[src/rtl/sigmoid_stream.sv]
// Streaming 3-stage score-to-probability converter: hard-sigmoid, PLAN or step per beat,
// with a shared stall (all stages advance together) and a debug count of clipped deliveries.
module sigmoid_stream #(
    parameter int ZW     = 13,
    parameter int W      = 8,
    parameter int FRAC   = 6,
    parameter int SHIFT  = 9,
    parameter int CLIP_X = 4,
    parameter int TAGW   = 4,
    parameter int THRESH = 32,
    parameter int CNTW   = 16
) (
    input  logic                 clk,
    input  logic                 rst,
    input  logic                 in_valid,
    output logic                 in_ready,
    input  logic signed [ZW-1:0] in_z,
    input  logic [1:0]           in_mode,
    input  logic [TAGW-1:0]      in_tag,
    output logic                 out_valid,
    input  logic                 out_ready,
    output logic [W-1:0]         out_p,
    output logic                 out_dec,
    output logic [TAGW-1:0]      out_tag,
    input  logic                 clr_cnt,
    output logic [CNTW-1:0]      sat_cnt
);
    // DW holds |xq| without overflow; QW has headroom for segment sums and mode-0 shifts.
    localparam int DW = ZW + 1;
    localparam int QW = DW + FRAC + 2;

    localparam logic signed [QW-1:0] ONE   = QW'(1 << FRAC);
    localparam logic signed [QW-1:0] HALF  = QW'(1 << (FRAC - 1));
    localparam logic signed [QW-1:0] K_HI  = QW'((27 << FRAC) >> 5);
    localparam logic signed [QW-1:0] K_MID = QW'((5 << FRAC) >> 3);
    localparam logic signed [QW-1:0] A_SAT = QW'(5 << FRAC);
    localparam logic signed [QW-1:0] A_MID = QW'((19 << FRAC) >> 3);
    localparam logic signed [QW-1:0] THR   = QW'(THRESH);
    localparam logic signed [DW-1:0] CLIPD = DW'(CLIP_X);

    logic [3:1] r_vld;
    logic       w_en;

    assign w_en      = !r_vld[3] || out_ready;
    assign in_ready  = w_en;
    assign out_valid = r_vld[3];

    // S1: scaling and abs
    logic signed [ZW-1:0] w_x, w_xq;
    logic signed [DW-1:0] w_xs, w_xe, w_a, w_d1;
    logic [1:0]           w_mode;
    logic                 w_clip1;

    assign w_x  = in_z >>> SHIFT;
    assign w_xq = in_z >>> (SHIFT - FRAC);
    assign w_xs = DW'(w_x);
    assign w_xe = DW'(w_xq);
    assign w_a  = w_xq[ZW-1] ? -w_xe : w_xe;

    always_comb begin
        w_mode  = (in_mode == 2'd3) ? 2'd0 : in_mode;
        w_d1    = w_xs;
        w_clip1 = 1'b0;
        case (w_mode)
            2'd1: begin
                w_d1    = w_a;
                w_clip1 = (QW'(w_a) >= A_SAT);
            end
            2'd2: w_clip1 = 1'b0;
            default: w_clip1 = (w_xs <= -CLIPD) || (w_xs >= CLIPD);
        endcase
    end

    logic [1:0]           r1_mode;
    logic [TAGW-1:0]      r1_tag;
    logic                 r1_clip, r1_neg;
    logic signed [DW-1:0] r1_d;

    // S2: segment evaluation; PLAN yields the positive-side value, mirrored in S3
    logic signed [QW-1:0] w_dq, w_q;
    assign w_dq = QW'(r1_d);

    always_comb begin
        w_q = HALF;
        case (r1_mode)
            2'd1: begin
                if (r1_clip)              w_q = ONE;
                else if (w_dq >= A_MID)   w_q = K_HI + (w_dq >>> 5);
                else if (w_dq >= ONE)     w_q = K_MID + (w_dq >>> 3);
                else                      w_q = HALF + (w_dq >>> 2);
            end
            2'd2: w_q = r1_neg ? '0 : ONE;
            default: begin
                if (r1_clip) w_q = r1_neg ? '0 : ONE;
                else         w_q = HALF + (w_dq <<< (FRAC - 3));
            end
        endcase
    end

    logic [1:0]           r2_mode;
    logic [TAGW-1:0]      r2_tag;
    logic                 r2_clip, r2_neg;
    logic signed [QW-1:0] r2_q;

    // S3: negative mirror, clamp, decision
    logic signed [QW-1:0] w_m, w_p;
    assign w_m = (r2_mode == 2'd1 && r2_neg) ? (ONE - r2_q) : r2_q;
    assign w_p = (w_m < 0) ? '0 : ((w_m > ONE) ? ONE : w_m);

    logic r3_clip;

    always_ff @(posedge clk) begin
        if (rst) begin
            r_vld   <= '0;
            r1_mode <= '0;
            r1_tag  <= '0;
            r1_clip <= 1'b0;
            r1_neg  <= 1'b0;
            r1_d    <= '0;
            r2_mode <= '0;
            r2_tag  <= '0;
            r2_clip <= 1'b0;
            r2_neg  <= 1'b0;
            r2_q    <= '0;
            r3_clip <= 1'b0;
            out_p   <= '0;
            out_dec <= 1'b0;
            out_tag <= '0;
        end else if (w_en) begin
            r_vld   <= {r_vld[2:1], in_valid};
            r1_mode <= w_mode;
            r1_tag  <= in_tag;
            r1_clip <= w_clip1;
            r1_neg  <= in_z[ZW-1];
            r1_d    <= w_d1;
            r2_mode <= r1_mode;
            r2_tag  <= r1_tag;
            r2_clip <= r1_clip;
            r2_neg  <= r1_neg;
            r2_q    <= w_q;
            r3_clip <= r2_clip;
            out_p   <= W'(w_p);
            out_dec <= (w_p >= THR);
            out_tag <= r2_tag;
        end
    end

    // Clear takes priority over a coincident clipped delivery.
    always_ff @(posedge clk) begin
        if (rst || clr_cnt)
            sat_cnt <= '0;
        else if (out_valid && out_ready && r3_clip && (sat_cnt != '1))
            sat_cnt <= sat_cnt + CNTW'(1);
    end

endmodule

[config.mk]
export PLATFORM = sky130hd
export DESIGN_NAME = sigmoid_stream
export DESIGN_NICKNAME = d
export VERILOG_FILES = /design/src/rtl/sigmoid_stream.sv
export SDC_FILE = /design/constraint.sdc
export NUM_CORES = 1
export LEC_CHECK = 0
export CAP_MARGIN = 5
export CORE_MARGIN = 3
export CORE_UTILIZATION = 33
export CTS_CLUSTER_SIZE = 24
export DETAILED_ROUTE_END_ITERATION = 8
export HOLD_SLACK_MARGIN = 0.02
export PLACE_DENSITY = 0.53
export REMOVE_ABC_BUFFERS = 1
export SYNTH_ARGS = -nofsm -noshare
export SYNTH_HDL_FRONTEND = slang
export SYNTH_SLANG_ARGS = --single-unit
[constraint.sdc]
create_clock -name clk -period 6.5 [get_ports clk]
set_clock_uncertainty 0.05 [all_clocks]
set_input_delay 1.625 -clock clk [delete_from_list [all_inputs] [get_ports clk]]
set_output_delay 1.625 -clock clk [all_outputs]
set_load 0.02 [all_outputs]
# After elaboration in Yosys (flattened, before gate mapping)
# Index checks and enable logic that the tools add are counted.
[word_totals]
regBits = 85
output_inout_bits = 31
input_bits = 24
word_cells = 59
[classes]
reduce_logical = 8
muxes = 13
add_sub_neg = 7
n_lt_le_gt_ge = 8
eq_ne = 7
[ops]
columns = ["cell", "count"]
rows = [
  ["22-bit 2-to-1 mux", 7],
  ["22-bit case mux with 2 select lines", 1],
  ["14-bit 2-to-1 mux", 2],
  ["22-bit by 7-bit greater-or-equal comparator with 1-bit output (second input constant)", 1],
  ["22-bit by 8-bit greater-than comparator with 1-bit output (second input constant)", 1],
  ["22-bit by 1-bit < comparator with 1-bit output (second input constant)", 1],
  ["8-bit by 22-bit subtractor with 22-bit output (first input constant)", 1],
  ["7-bit by 17-bit adder with 18-bit output (first input constant)", 1],
  ["16-bit by 1-bit adder with 16-bit output (second input constant)", 1],
  ["16-bit != test (second input constant)", 1],
  ["14-bit by 10-bit greater-or-equal comparator with 1-bit output (second input constant)", 1],
  ["14-bit by 8-bit greater-or-equal comparator with 1-bit output (second input constant)", 1],
  ["14-bit by 9-bit greater-or-equal comparator with 1-bit output (second input constant)", 1],
  ["10-bit negation with 14-bit output", 1],
  ["7-bit by 12-bit adder with 13-bit output (first input constant)", 1],
  ["7-bit by 11-bit adder with 12-bit output (first input constant)", 1],
  ["7-bit by 9-bit adder with 10-bit output (first input constant)", 1],
  ["7-bit 2-to-1 mux", 1],
  ["2-bit by 1-bit equality test with 1-bit output (second input constant)", 3],
  ["2-bit equality test (second input constant)", 3],
  ["4-bit greater-or-equal comparator (second input constant)", 1],
  ["4-bit by 3-bit less-or-equal comparator with 1-bit output (second input constant)", 1],
  ["1-bit logical AND", 4],
  ["1-bit logical OR", 3],
  ["3 further kinds", 3],
]

# Depth between registers and ports, before layout
# Gate-level depths: netlist of the first run.
[logic_depth]
depth_word = 7
depth_mapped = 10
ltp_nobuf = 9

# Least setup slack after synthesis of the first run
# OpenSTA, ideal clock, no wires.
[synth_path]
kind = "input to output"
start = "input out_ready"
end = "output in_ready"
arrival_time_ns = 2.336
slack_ns = 2.489
n_path_buf = 2
required_ns = 4.825
stages = 4
cell_sequence = "nor2b_1 > clkbuf_1 > inv_2 > clkbuf_1"
[synth_between]
elab_chain_len = 1
[synth_rtl]
columns = ["item", "line_no", "text"]
rows = [
  ["start, declared", "21", "input logic out_ready,"],
  ["1-bit logical OR", "44", "assign w_en = !r_vld[3] || out_ready;"],
  ["end, declared", "16", "output logic in_ready,"],
]
# No other way between the ends.

# Final worst setup path of the first run
# Ends and elaborated chain as after synthesis.

==> out/metrics.csv, run 1 <==
stage,metric,value,unit
status,status,"complete, no violations",
floorplanning,die area,16350,sq um
clock_network,clk root buf,clkbuf_16,
sta,Hold Slack,0.3960,ns
yosys,Synth warnings,0,
cells_and_area,fillcell total,1443,
global_route,number of global-route vias before repair,3980,
yosys,Synth async-reset ratio,0,%
floorplanning,Die Span X,127.9,um
worst_setup_path,crit path max fanout,2,
route,DRT antenna net count,0,
clock_network,clk buf depth,2,
route,Iteration-0 DRC Markers,275,
clock_network,clk_lat worst skew,0.34,ns
route,WL/cell,13.72,um
yosys,largest cells by area after synthesis,"dfxtp_1 (33%), nand2_1 (6.5%), nor2_1 (5.9%)",
yosys,Synth cell types,68,
route,metal2 WL,5259,um
sta,max-slew violations,0,
route,met3 WL,418,um
floorplanning,Rows,43,
sta,Final Setup Violations,0,
clock_network,clock tree from TritonCTS,yes,
yosys,Post-synth EDFFs,0,
worst_setup_path,"Req. time, crit path",4.83,ns
clock_network,CTS Hold Bufs,0,
sta,Least-Margin Pin Slew,1.198,ns
route,drt total wl,11450,um
worst_setup_path,crit-path cells,clkdlybuf4s50_1 -> nor2b_4 -> inv_2 -> clkdlybuf4s50_1,
route,via count,4323,
yosys,Netlist Area Pre-Place,4900,sq um
route,Vias per Instance,5.183,
sta,FMAX,219.4,MHz
yosys,mean post-synth cell area,7.728,sq um
worst_setup_path,"Buf+Inv Stages, Crit Path",3,
placed_design,placed insts,818,
global_route,total gr overflow,0,
cells_and_area,area delta synth->final,17.39,%
yosys,share of the synthesized area in the top cell type,33.09,%
yosys,register area share after synthesis,33.09,%
worst_setup_path,Setup crit end kind,output port,
worst_setup_path,slowest cell on the critical path,clkdlybuf4s50_1,
worst_setup_path,CP top delay family,buffers and inverters,
placed_design,routability congestion estimate,0.8351,
clock_network,Inserted Clock Buffers,9,
cells_and_area,fin cells,834,
yosys,Post-synth top cells,"nand2_1 (85), dfxtp_1 (81), nor2_1 (77)",
placed_design,DP HPWL,8006,um
worst_setup_path,CP max stage delay,0.60,ns
sta,Final Hold Viols,0,
sta,unrepaired setup endpoints after global routing,false,
placed_design,buffers added on ports,51,
power,Pwr Density,221.3,nW/um^2
yosys,most common cell in the synthesized netlist,nand2_1,
sta,Period minus WS final,4.557,ns
flow_run,Max-Cap Viols,0,
sta,worst rel slew slack,20.14,%
worst_setup_path,CP Launch Type,primary input,
worst_setup_path,most frequent CP cell,clkdlybuf4s50_1,
clock_network,Post-CTS Resized,0,
cells_and_area,Nets,690,
cells_and_area,multi-input logic area,3008,sq um
clock_network,Clock transition at path regs,0.06,ns
floorplanning,io pins,55,
worst_hold_path,Tightest Hold Check Type,flip-flop to flip-flop,
worst_setup_path,Crit path arrival time,2.88,ns
cells_and_area,share of layout cells above drive strength 1,6.116,%
clock_network,CTS sink cnt,81,
global_route,total track usage,14.25,%
worst_setup_path,kind of critical path,primary input to output port,
sta,final worst path period share,70.11,%
clock_network,Post-CTS Setup Repair Bufs,0,
power,worst vdd ir,0.1208,mV
route,DRT Pass-1 Iters,5,
yosys,Gate Count Post-Synth,634,
yosys,top_reg_cell synth,dfxtp_1,
route,max layer used,met4,
cells_and_area,Register Area,1622,sq um
global_route,first-pass GRT wire length,19310,um
global_route,initial antenna violation count,0,
floorplanning,Starting Density,34.50,%
floorplanning,Die Span Y,127.9,um
yosys,dominant cell type by area after synthesis,dfxtp_1,
cells_and_area,antenna cells,0,
power,overall power,1273,uW
floorplanning,core area,14200,sq um
route,drc violations,0,
yosys,Yosys reg bits,81,
global_route,pin count of the biggest net entering global routing,63,
clock_network,H-tree Lvls,3,
route,met1 WL,5672,um
sta,TNS Setup,0,ns
power,leak pwr,0.002099,uW
==> cell families (layout without fill, tap and decap cells) <==
kind of cell	after synthesis	after routing	synth area share [%]
flops	81	81	33.10
simple gates	258	258	25.66
compound gates	148	148	19.69
mux	20	20	4.213
fa+ha+maj	17	17	4.341
xor+xnor	41	41	7.329
buf+inv	69	89	5.669
==> final cells by class <==
type,instances,area share [%]
multi-input combinational,484,52.29
sequential,81,28.19
timing repair buffer,54,9.180
clock buffer,11,4.220
tap,180,3.916
inverter,19,1.240
clock inverter,5,0.9571
==> sequential cells by signal, indices dropped and copies added, names as in the netlist <==
register  flops
r1_neg        1
r2_neg        1
r1_d         14
out_tag       4
out_dec       1
r2_tag        4
r1_mode       2
r3_clip       1
r2_clip       1
r2_mode       2
r2_q         18
r1_clip       1
out_p         8
r_vld         3
sat_cnt      16
r1_tag        4
==> per-layer routing <==
metal	GRT usage (%)	up-vias
met4	3.683	0
met5	0	-
li1	-	2255
met3	3.750	8
met1	19.40	1992
met2	22.43	68
==> where the power goes <==
part	internal (uW)	switching, uW
sequential	520	35.4
combinational	97.8	112
clock	307	202
total	924	349
==> worst paths after layout <==
check                                           start                     to  slack, ns  cells past startpoint
worst max-delay path                        out_ready               in_ready       1.94                      4
worst max register to register   r1_d[7]$_SDFFE_PP0P_   r2_q[8]$_SDFFE_PP0P_       3.30                      9
worst min-delay path            out_p[3]$_SDFFE_PP0P_  out_p[3]$_SDFFE_PP0P_       0.40                      2
worst min register to register  out_p[3]$_SDFFE_PP0P_  out_p[3]$_SDFFE_PP0P_       0.40                      2
==> tightest hold or removal path, cell delays in order, from the launching register on <==
cell and delay, ns:
dfxtp_1 0.31, nand2_1 0.05, o21ai_1 0.05
==> layout by cell type, fill, tap and decap left out, types with 3 or more instances in the layout <==
master           count
a211oi_1            19
a21oi_1             55
a221oi_1             4
a22oi_1              5
a31oi_1              3
and2_1               4
and3_1               5
and4_1               4
buf_4                3
clkbuf_16            9
clkdlybuf4s50_1     50
dfxtp_1             81
ha_1                17
inv_1               18
mux2_2               4
mux2i_1             15
nand2_1             85
nand3_1             19
nand3b_1             4
nand4_1              9
nor2_1              77
nor2b_1              6
nor3_1              14
o211ai_1             5
o21ai_0             17
o21ai_1              8
o31ai_1              4
or2_2                3
or3_1                8
xnor2_1             23
xor2_1              18
==> per-stage QoR <==
stage,setup WS (ns),cell area [sq um],utilization [%]
2_1_floorplan,0.2788,4693,-
3_3_place_gp,1.941,5454,38.40
3_5_place_dp,1.948,5454,38.40
4_1_cts,1.934,5752,40.50
5_1_grt,1.895,5752,40.50
6_report,1.943,5752,40.50
(Power assumes the default switching activity.)
==> inputs of run 2 (changes only) <==
--- a/config.mk
+++ b/config.mk
@@ -11,7 +11,7 @@
 export CTS_CLUSTER_SIZE = 24
 export DETAILED_ROUTE_END_ITERATION = 8
 export HOLD_SLACK_MARGIN = 0.02
-export PLACE_DENSITY = 0.53
+export PLACE_DENSITY = 0.54
 export REMOVE_ABC_BUFFERS = 1
 export SYNTH_ARGS = -nofsm -noshare
 export SYNTH_HDL_FRONTEND = slang
==> constraint.sdc (replaced) <==
create_clock -name clk -period 3.8 [get_ports clk]
set_clock_uncertainty 0.05 [all_clocks]
set_input_delay 0.95 -clock clk [delete_from_list [all_inputs] [get_ports clk]]
set_output_delay 0.95 -clock clk [all_outputs]
set_load 0.02 [all_outputs]
==> run 2 against run 1 <==
Effect of this change: flip-flop and latch count stayed put; power is 71% higher; clock-buffer cell count is 1 lower; hold slack worse by 0.0034 ns; die area stayed put; critical path depth stayed put; first-iteration DRC count is 25% higher; global-route usage is 0.37 points higher; sequential share of layout area is 0.086 points lower; register-to-register slack worse by 2.5 ns; setup slack worse by 1.4 ns.
==> out/metrics.csv, run 2 (synthesis gave the netlist of run 1 again) <==
stage,metric,value,unit,change
worst_setup_path,crit-path cells,clkdlybuf4s50_1 -> nor2b_4 -> inv_2 -> clkdlybuf4s50_1,,
cells_and_area,multi-input logic area,3008,sq um,unchanged
power,Pwr Density,378.1,nW/um^2,+71%
route,Vias per Instance,5.220,,+0.71%
power,Comb pwr share,16.5,%,about the same
cells_and_area,fin cells,835,,+0.12%
worst_setup_path,Reg-to-Reg Start,r1_d[7]$_SDFFE_PP0P_,,
placed_design,DP HPWL,8272,um,+3.3%
route,drc violations,0,,unchanged
placed_design,placed insts,821,,+0.37%
clock_network,clk root buf,clkbuf_16,,
cells_and_area,final instance area,5769,sq um,+0.30%
cells_and_area,share of layout cells above drive strength 1,6.412,%,+0.30 points
clock_network,H-tree Lvls,3,,unchanged
floorplanning,Rows,43,,unchanged
power,design internal power,1580,uW,+71%
clock_network,Inserted Clock Buffers,9,,unchanged
clock_network,clk_lat worst skew,0.34,ns,about the same
power,leak pwr,0.002108,uW,+0.46%
placed_design,Placement Cell Area,5477,sq um,+0.41%
floorplanning,die area,16350,sq um,unchanged
sta,Final Hold Viols,0,,unchanged
cells_and_area,Nets,693,,+0.43%
worst_setup_path,critical path launch point,out_ready,,
route,Iteration-0 DRC Markers,344,,+25%
sta,TNS Setup,0,ns,unchanged
clock_network,Post-CTS Resized,0,,unchanged
flow_run,Max-Cap Viols,0,,unchanged
power,Clock power frac,39.9,%,about the same
sta,final worst path period share,85.09,%,
status,status,"complete, no violations",,
sta,max-slew violations,0,,unchanged
route,via count,4359,,+0.83%
worst_setup_path,Setup crit end kind,output port,,
sta,Period minus WS final,3.234,ns,
sta,Hold Slack,0.3926,ns,-0.003420 ns
cells_and_area,fillcell total,1493,,+3.5%
sta,Final WS setup,0.5665,ns,-1.376 ns
worst_setup_path,worst r2r path cells,10,,+1
route,DRT antenna net count,0,,unchanged
clock_network,clk buf depth,2,,unchanged
power,Psw,601.4,uW,+72%
power,worst vdd ir,0.2230,mV,+85%
cells_and_area,antenna cells,0,,unchanged
cells_and_area,"most common cell after layout, fill and taps aside",nand2_1,,
worst_setup_path,kind of critical path,primary input to output port,,
clock_network,Clock transition at path regs,0.06,ns,about the same
power,sequential share of power,43.6,%,about the same
cells_and_area,"commonest non-fill, non-tap cells in the layout","nand2_1 (85), dfxtp_1 (81), nor2_1 (77)",,
worst_setup_path,slowest cell on the critical path,clkdlybuf4s50_1,,
worst_setup_path,most frequent CP cell,clkdlybuf4s50_1,,
floorplanning,Die Span X,127.9,um,unchanged
clock_network,CTS Hold Bufs,0,,unchanged
floorplanning,Die Span Y,127.9,um,unchanged
sta,Final Setup Violations,0,,unchanged
route,WL/cell,13.90,um,+1.3%
cells_and_area,Largest register FFs,18,,unchanged
route,drt total wl,11610,um,+1.4%
global_route,pin count of the biggest net entering global routing,62,,-1.6%
placed_design,Post-Place Setup Slack,0.3934,ns,-1.555 ns
worst_setup_path,crit path max fanout,2,,unchanged
worst_setup_path,"Req. time, crit path",2.80,ns,-2.03 ns
cells_and_area,biggest regs,"r2_q (18), sat_cnt (16), r1_d (14)",,
global_route,total gr overflow,0,,unchanged
worst_setup_path,CP Launch Type,primary input,,
cells_and_area,area delta synth->final,17.75,%,
placed_design,buffers added on ports,51,,unchanged
clock_network,CTS sink cnt,81,,unchanged
sta,worst rel slew slack,46.08,%,+26 points
sta,FMAX,309.3,MHz,
worst_setup_path,CP max stage delay,0.60,ns,about the same
worst_hold_path,Tightest Hold Check Type,flip-flop to flip-flop,,
worst_hold_path,min-delay src,out_p[6]$_SDFFE_PP0P_,,
cells_and_area,Largest Register,r2_q,,
clock_network,Post-CTS Setup Repair Bufs,0,,unchanged
global_route,first-pass GRT wire length,19780,um,+2.4%
worst_hold_path,hold path depth,2,,unchanged
floorplanning,Starting Density,34.50,%,unchanged
floorplanning,io pins,55,,unchanged
floorplanning,core area,14200,sq um,unchanged
power,Net Sw Frac,27.57,%,+0.16 points
sta,Least-Margin Pin Slew,0.8088,ns,-0.3892 ns
route,DRT Pass-1 Iters,4,,-1
worst_setup_path,Crit path arrival time,2.23,ns,-0.65 ns
global_route,total track usage,14.62,%,+0.37 points
clock_network,clock tree from TritonCTS,yes,,
sta,unrepaired setup endpoints after global routing,false,,
placed_design,routability congestion estimate,0.8257,,-1.1%
global_route,number of global-route vias before repair,4160,,+4.5%
global_route,initial antenna violation count,0,,unchanged
cells_and_area,Register Area,1622,sq um,unchanged
## run 2: changes by cell type in the layout (fill, tap and decap cells not counted), sizes merged
cell / delta
clkinv: -2
inv: +1
clkbuf: -1
buf: +3
## run 2: area by class of cell
type                       count  share of cell area [%]
multi-input combinational    484                   52.14
sequential                    81                   28.11
timing repair buffer          57                   9.542
clock buffer                  10                   4.142
tap                          180                   3.904
inverter                      19                   1.236
clock inverter                 4                  0.9326
## run 2: power groups by stage
stage                     combinational [uW]  sequential [uW]  clock (uW)
after floorplan                          240              961           0
after global placement                   356              967           0
after detailed placement                 361              969           0
after CTS                                362              951         898
after global routing                     403              958         930
final                                    360              951         871
## run 2: worst paths after layout
| path | to | slack, ns |
|---|---|---|
| worst max register to register | r2_q[4]$_SDFFE_PP0P_ | 0.80 |
| worst min register to register | out_p[6]$_SDFFE_PP0P_ | 0.39 |
| worst max-delay path | in_ready | 0.57 |
| worst min-delay path | out_p[6]$_SDFFE_PP0P_ | 0.39 |
## run 2: metrics by stage
stage,total power (uW),util (%)
after global placement,1322,38.56
after global routing,2291,40.62
after floorplan,1201,-
after detailed placement,1331,38.56
after CTS,2211,40.62
final,2182,40.62
## run 2: routing by layer
layer / up-vias / GRT usage (%) / wire length (um)
met5: - / 0 / 0
met4: 0 / 5.930 / 207
met3: 13 / 2.208 / 300
met2: 59 / 23.29 / 5274
met1: 2032 / 19.81 / 5825
li1: 2255 / - / -
## run 2: worst max-delay path, delay by kind of cell
kind | cells | cell delay (ns)
buffers and inverters | 3 | 1.21
AND/OR/NAND/NOR | 1 | 0.07
==> inputs of run 3 (changes only) <==
--- a/config.mk
+++ b/config.mk
@@ -7,11 +7,12 @@
 export LEC_CHECK = 0
 export CAP_MARGIN = 5
 export CORE_MARGIN = 3
-export CORE_UTILIZATION = 33
+export CORE_UTILIZATION = 51
 export CTS_CLUSTER_SIZE = 24
 export DETAILED_ROUTE_END_ITERATION = 8
 export HOLD_SLACK_MARGIN = 0.02
-export PLACE_DENSITY = 0.54
+export MAX_ROUTING_LAYER = met4
+export PLACE_DENSITY = 0.77
 export REMOVE_ABC_BUFFERS = 1
 export SYNTH_ARGS = -nofsm -noshare
 export SYNTH_HDL_FRONTEND = slang
==> run 3 against run 2 <==
Effect of this change: clock-buffer cell count is 1 lower; via count is 2.1% higher; register-to-register slack better by 0.29 ns; critical path depth stayed put; maximum frequency is 0.72% lower; design area is 2.6% lower; critical endpoint unchanged; largest power group unchanged; highest routed layer unchanged.
==> out/metrics.csv, run 3 (synthesis gave the netlist of run 1 again) <==
stage,metric,value,unit,change
status,status,"complete, no violations",,
clock_network,clk root buf,clkbuf_8,,
cells_and_area,multi-input logic area,3008,sq um,unchanged
sta,unrepaired setup endpoints after global routing,false,,
floorplanning,die area,10820,sq um,-34%
worst_setup_path,"Req. time, crit path",2.80,ns,about the same
cells_and_area,fillcell total,844,,-43%
global_route,first-pass GRT wire length,18790,um,-5.0%
sta,Final WS setup,0.5430,ns,-0.02350 ns
clock_network,CTS Hold Bufs,0,,unchanged
global_route,pin count of the biggest net entering global routing,62,,unchanged
placed_design,DP HPWL,7951,um,-3.9%
cells_and_area,share of layout cells above drive strength 1,6.697,%,+0.28 points
route,Vias per Instance,5.660,,+8.4%
clock_network,clk buf depth,2,,unchanged
floorplanning,Starting Density,52.78,%,+18 points
power,worst vdd ir,0.1904,mV,-15%
cells_and_area,Largest register FFs,18,,unchanged
sta,final worst path period share,85.71,%,+0.62 points
cells_and_area,area delta synth->final,14.73,%,
cells_and_area,antenna cells,0,,unchanged
cells_and_area,Register Area,1622,sq um,unchanged
worst_hold_path,min-delay src,out_p[4]$_SDFFE_PP0P_,,
worst_setup_path,critical path launch point,out_ready,,
cells_and_area,biggest regs,"r2_q (18), sat_cnt (16), r1_d (14)",,
route,Iteration-0 DRC Markers,230,,-33%
placed_design,Placement Cell Area,5413,sq um,-1.2%
sta,worst rel slew slack,54.68,%,+8.6 points
cells_and_area,Largest Register,r2_q,,
cells_and_area,"commonest non-fill, non-tap cells in the layout","nand2_1 (85), dfxtp_1 (81), nor2_1 (77)",,
placed_design,buffers added on ports,51,,unchanged
global_route,number of global-route vias before repair,4074,,-2.1%
worst_setup_path,Setup crit end kind,output port,,
floorplanning,Die Span Y,104.0,um,-19%
sta,Final Setup Violations,0,,unchanged
worst_hold_path,Tightest Hold Check Type,flip-flop to flip-flop,,
cells_and_area,Nets,693,,unchanged
worst_setup_path,Crit path arrival time,2.26,ns,+0.03 ns
worst_setup_path,kind of critical path,primary input to output port,,
sta,TNS Setup,0,ns,unchanged
placed_design,routability congestion estimate,0.8943,,+8.3%
placed_design,placed insts,770,,-6.2%
route,DRT antenna net count,0,,unchanged
power,Pwr Density,350.0,nW/um^2,-7.4%
sta,Least-Margin Pin Slew,0.6784,ns,-0.1303 ns
global_route,total track usage,20.95,%,+6.3 points
worst_setup_path,crit path max fanout,2,,unchanged
power,leak pwr,0.002078,uW,-1.4%
clock_network,CTS sink cnt,81,,unchanged
clock_network,Post-CTS Setup Repair Bufs,0,,unchanged
sta,Final Hold Viols,0,,unchanged
flow_run,Max-Cap Viols,0,,unchanged
sta,Period minus WS final,3.257,ns,+0.02350 ns
clock_network,Clock transition at path regs,0.08,ns,+0.02 ns
clock_network,H-tree Lvls,3,,unchanged
cells_and_area,final instance area,5622,sq um,-2.6%
placed_design,Post-Place Setup Slack,0.2699,ns,-0.1235 ns
floorplanning,Rows,35,,-19%
route,via count,4449,,+2.1%
floorplanning,core area,9284,sq um,-35%
clock_network,Inserted Clock Buffers,9,,unchanged
floorplanning,Die Span X,104.0,um,-19%
worst_setup_path,CP Launch Type,primary input,,
route,WL/cell,14.00,um,+0.74%
worst_setup_path,Reg-to-Reg Start,r1_d[3]$_SDFFE_PP0P_,,
sta,Hold Slack,0.4004,ns,+0.007810 ns
global_route,total gr overflow,0,,unchanged
cells_and_area,"most common cell after layout, fill and taps aside",nand2_1,,
sta,max-slew violations,0,,unchanged
route,DRT Pass-1 Iters,5,,+1
sta,FMAX,307.0,MHz,-0.72%
floorplanning,io pins,55,,unchanged
clock_network,clock tree from TritonCTS,yes,,
cells_and_area,fin cells,786,,-5.9%
route,drc violations,0,,unchanged
route,drt total wl,11010,um,-5.2%
global_route,initial antenna violation count,0,,unchanged
clock_network,clk_lat worst skew,0.36,ns,+0.02 ns
clock_network,Post-CTS Resized,0,,unchanged
run 3: changes by cell type in the layout (fill, tap and decap cells not counted), sizes merged:
| cell | before | now |
|---|---|---|
| inv | 20 | 23 |
| clkinv | 0 | 2 |
| clkinvlp | 2 | 0 |
| clkbuf | 10 | 9 |
run 3: stage by stage:
step           power (uW)  utilization [%]
4_1_cts              1978            60.55
3_3_place_gp         1314            58.30
3_5_place_dp         1324            58.30
6_report             1968            60.55
2_1_floorplan        1201                -
5_1_grt              2062            60.55
run 3: where the power goes:
part           total (uW)  switching, uW  leakage, uW  internal, uW
Sequential            948           61.0     0.000663           887
Combinational         360            190      0.00131           170
Clock                 659            342     0.000107           317
run 3: final timing paths:
path | to | slack (ns) | depth (start not counted)
max | in_ready | 0.54 | 4
min | out_p[4]$_SDFFE_PP0P_ | 0.40 | 2
max reg2reg | r2_q[8]$_SDFFE_PP0P_ | 1.09 | 8
min reg2reg | out_p[4]$_SDFFE_PP0P_ | 0.40 | 2
run 3: final cells by class:
type | instances | area share, %
Inverter | 19 | 1.269
Clock inverter | 7 | 1.513
Sequential cell | 81 | 28.84
Multi-Input combinational cell | 484 | 53.51
Tap cell | 129 | 2.871
Clock buffer | 9 | 2.203
Timing Repair Buffer | 57 | 9.793
run 3: critical path: stages:
cell	delay, ns
clkdlybuf4s50_1	0.55
nor2b_4	0.07
inv_2	0.08
clkdlybuf4s50_1	0.60
run 3: layer usage:
layer  vias to the layer above  part of all wire, %  routed length (um)  GRT usage, %
met5                         -                    0                   0             -
met4                         0                  1.7                 184         5.603
met3                        18                  4.2                 465         4.159
met2                       115                   48                5330         35.42
met1                      2058                   46                5028         25.61
li1                       2258                    -                   -             -
